--- src/rtl/counter_pkg.sv ---
// Shared constants and helpers for the counter block: default/maximum widths
// and the all-ones terminal value used for wrap detection.
package counter_pkg;

  localparam int unsigned COUNTER_DEFAULT_SIZE = 4;
  localparam int unsigned COUNTER_MAX_SIZE     = 32;

  // All-ones value of a given width; the last count before wrapping to zero.
  function automatic longint unsigned terminal_value(input int unsigned width);
    return (64'd1 << width) - 64'd1;
  endfunction

endpackage

--- src/rtl/counter_wrap_det.sv ---
// Registered wrap pulse: high for the one cycle in which count has just wrapped
// from all-ones to zero. Only instantiated when COUNTER_OVF_EN is defined.
module counter_wrap_det
  import counter_pkg::*;
#(
  parameter int unsigned SIZE = COUNTER_DEFAULT_SIZE
) (
  input  logic            clk,
  input  logic            rst,
  input  logic [SIZE-1:0] count,
  output logic            ovf
);

  localparam logic [SIZE-1:0] TERM = SIZE'(terminal_value(SIZE));

  // Set on the same edge that takes count from TERM to zero; a reset load of
  // zero never raises it.
  always_ff @(posedge clk) begin
    if (!rst) begin
      ovf <= 1'b0;
    end else begin
      ovf <= (count == TERM);
    end
  end

endmodule

--- src/rtl/counter.sv ---
// Free-running SIZE-bit up-counter with synchronous active-low reset to RST_VAL.
// Define COUNTER_OVF_EN to add the registered wrap pulse output ovf.
module counter
  import counter_pkg::*;
#(
  parameter int unsigned       SIZE    = COUNTER_DEFAULT_SIZE,
  parameter longint unsigned   RST_VAL = 0
) (
  input  logic            clk,
  input  logic            rst,
`ifdef COUNTER_OVF_EN
  output logic            ovf,
`endif
  output logic [SIZE-1:0] count
);

  if ((SIZE < 1) || (SIZE > COUNTER_MAX_SIZE)) begin : g_bad_size
    $fatal(1, "counter: SIZE=%0d outside 1..%0d", SIZE, COUNTER_MAX_SIZE);
  end

  if (RST_VAL > terminal_value(SIZE)) begin : g_bad_rst_val
    $fatal(1, "counter: RST_VAL=%0d does not fit in %0d bits", RST_VAL, SIZE);
  end

  localparam logic [SIZE-1:0] RST_LOAD = SIZE'(RST_VAL);
  localparam logic [SIZE-1:0] ONE      = SIZE'(1);

  // Carry out of the MSB is dropped, giving modulo 2^SIZE wrap.
  always_ff @(posedge clk) begin
    if (!rst) begin
      count <= RST_LOAD;
    end else begin
      count <= count + ONE;
    end
  end

`ifdef COUNTER_OVF_EN
  counter_wrap_det #(
    .SIZE (SIZE)
  ) u_wrap_det (
    .clk   (clk),
    .rst   (rst),
    .count (count),
    .ovf   (ovf)
  );
`endif

endmodule

--- config.mk ---
export PLATFORM = sky130hd
export DESIGN_NAME = counter
export DESIGN_NICKNAME = d
export VERILOG_FILES = /design/src/rtl/counter_pkg.sv /design/src/rtl/counter_wrap_det.sv /design/src/rtl/counter.sv
export SDC_FILE = /design/constraint.sdc
export NUM_CORES = 1
export LEC_CHECK = 0
export CORE_AREA = 2 2 39 41
export CTS_CLUSTER_SIZE = 25
export DETAILED_ROUTE_END_ITERATION = 8
export DIE_AREA = 0 0 41 43
export SLEW_MARGIN = 20
export SYNTH_ARGS = -nofsm -noshare
export SYNTH_HDL_FRONTEND = slang
export SYNTH_HIERARCHICAL = 1
export SYNTH_SLANG_ARGS = --single-unit
export TNS_END_PERCENT = 5
--- constraint.sdc ---
create_clock -name clk -period 0.8 [get_ports clk]
set_input_delay 0.24 -clock clk [delete_from_list [all_inputs] [get_ports clk]]
set_output_delay 0.24 -clock clk [all_outputs]
set_load 0.005 [all_outputs]
==> results.py <==
metrics = {
    "floorplan": {
        "die_width_um": 41,
        "start_util": 0.105,
        "fp-row-count": 14,
        "core_um2": 1380,
        "die_h_um": 43,
        "die_area_um2": 1760,
        "num_io_pins": 6,
    },
    "grt": {
        "grt_first_pass_wirelength_um": 579,
        "grt_max_degree": 6,
        "grt_overflow": 0,
        "antenna_found_initial": 0,
        "grt_pass1_vias": 148,
        "track_usage": 0.0631,
    },
    "synthesis": {
        "ys_types": 9,
        "syn-num-nets": 16,
        "ys_seq_area_frac": 0.552,
        "yosys_register_bits": 4,
        "synth_edf_count": 0,
        "synth_top_cells_by_count": "dfxtp_1 (4), and2_1 (2)",
        "yosysMostFrequentCell": "dfxtp_1",
        "netlist_instances": 13,
        "synthDominantCellAreaShare": 0.552,
        "synth_area_um2": 145,
        "synth_top_area_cell": "dfxtp_1",
        "avgSynthCellArea_um2": 11.2,
        "yosys-top-cells-area": "dfxtp_1 (55%), and2_1 (8.6%), ha_1 (8.6%)",
        "ys.flop_type": "dfxtp_1",
        "async_reset_ff_frac": 0,
        "yosysWarnings": 6,
    },
    "clock_tree": {
        "htreeDepth": 1,
        "cts_made_buffers": 3,
        "clock_sinks": 4,
        "holdBufCountCts": 0,
        "clkTransAtPathRegs_ns": 0.04,
        "cts_root_buffer": "clkbuf_4",
        "clockBufferDepth": 2,
        "clock_latency_ns": 0.24,
        "tritoncts": "done",
    },
    "place": {
        "place.gp.congestion": 0.514,
        "io_buffers": 5,
        "pre_cts_slack_ns": -0.279,
    },
    "timing": {
        "rsz0062_at_grt": "yes",
        "setup_viol": 7,
        "skew_ns": 0.00394,
        "fin_crit_sh": 1.18,
        "max_freq_mhz": 1060,
        "max_slew_margin": 0.894,
        "slew_viol_final": 0,
        "hold_viol_final": 0,
        "fin_crit_ns": 0.941,
        "worst_pin_slew_ns": 0.158,
        "worst_slack_ns": -0.141,
    },
    "final_layout": {
        "syn2layout_area_growth_pct": 97.4,
        "drive_above_1_share": 0.654,
        "largest_reg_flops": 4,
        "fillers": 155,
        "top_register": "count",
        "nets": 31,
        "reg_top3": "count x4",
        "antenna_cells": 0,
    },
    "setup_path": {
        "crit_fanout": 2,
        "crit_arrival_ns": 1.07,
        "crit_type": "reg2reg",
        "cp.required_ns": 0.93,
        "worstSetupStartpointType": "register",
        "worstSetupEndpointType": "register",
    },
    "detailed_routing": {
        "drtAntennaViolNets": 0,
        "drt-total-wl_um": 352,
        "wl_per_cell_um": 8.38,
        "num_vias": 140,
        "via_per_inst": 3.33,
        "drc_errors": 0,
        "drt-pass1-iter-count": 1,
        "drt_iter0_markers": 0,
    },
    "run_status": {
        "violations": "negative setup slack",
        "outcome": "complete, but fails checks",
    },
    "power_and_ir_drop": {
        "power_uw": 558,
        "p_per_area_nw_per_um2": 1950,
        "power_leakage_nw": 0.140,
        "max-vdd-ir-drop_v": 0.000896,
    },
    "flow_run": {
        "max-cap-violations": 0,
    },
    "worst_hold_path": {
        "hold_class": "reg2reg",
    },
}
kinds of logic (layout without fill, tap and decap cells):
kind of cell / after synthesis / in the layout / synth area share
AND/OR/NAND/NOR: 6 / 6 / 0.233
flip-flops: 4 / 4 / 0.552
adder cells (fa/ha/maj): 1 / 1 / 0.0862
XOR/XNOR: 1 / 1 / 0.0604
multiplexers: 1 / 1 / 0.0690
buffers and inverters: 0 / 13 / 0
area by class of cell:
| cell class | instances | area, um2 | share of cell area |
|---|---|---|---|
| clock buffer | 3 | 22.5 | 0.0786 |
| timing repair buffer | 10 | 81.3 | 0.284 |
| tap | 16 | 20.0 | 0.0699 |
| multi-input combinational | 9 | 77.6 | 0.271 |
| sequential | 4 | 85.1 | 0.297 |
through the flow:
stage / setup TNS [ns] / cells / hold slack (ns) / util / area [um2]
detailed placement: -1.86 / 37 / 0.497 / 0.175 / 241
CTS: -0.769 / 42 / 0.590 / 0.207 / 287
floorplan: -0.0986 / 13 / 0.367 / - / 149
global placement: -1.84 / 37 / 0.493 / 0.175 / 241
finish: -0.715 / 42 / 0.585 / 0.207 / 287
global route: -0.918 / 42 / 0.612 / 0.207 / 287
metal layers:
metal	vias to the layer above	track usage	part of all wire
li1	68	-	-
met1	65	0.0351	0.32
met2	7	0.0781	0.52
met3	0	0.110	0.15
met4	0	0.0400	0
met5	-	0	0
timing repair:
| item | 4_1_cts | 5_1_grt |
|---|---|---|
| endpoints found under the setup margin | 7 | 7 |
| setup buffers | 2 | 0 |
| pin swaps | 1 | 1 |
| resized for setup | 23 | 0 |
worst paths after layout:
kind | slack [ns] | end | from | cells after the start
worst max-delay path | -0.14 | count[2]$_SDFF_PN0_ | count[0]$_SDFF_PN0_ | 4
worst max register to register | -0.14 | count[2]$_SDFF_PN0_ | count[0]$_SDFF_PN0_ | 4
worst min-delay path | 0.58 | count[3]$_SDFF_PN0_ | count[3]$_SDFF_PN0_ | 3
worst min register to register | 0.58 | count[3]$_SDFF_PN0_ | count[3]$_SDFF_PN0_ | 3
critical path: stages, from the launching register on:
cell and delay [ns]:
dfxtp_2 0.31, buf_6 0.11, ha_4 0.14, xor2_1 0.13, and2_1 0.13
layout by cell type (no fill, tap or decap):
cell and instances:
nand3_1 1, clkdlybuf4s50_1 1, dfxtp_2 4, clkbuf_4 3, buf_4 3, ha_4 1
nand2_1 1, nor2b_1 1, xor2_1 1, nand2b_1 1, buf_2 3, mux2i_1 1
buf_6 3, and2_1 2
where the power goes:
group	internal, mW	leakage, nW	switching [mW]	total, mW
registers	0.216	0.0343	0.00746	0.223
clock network	0.168	0.0138	0.0874	0.256
logic	0.0507	0.0922	0.0284	0.0791
total	0.435	0.140	0.123	0.558
Power figures use the tool's default switching activity.
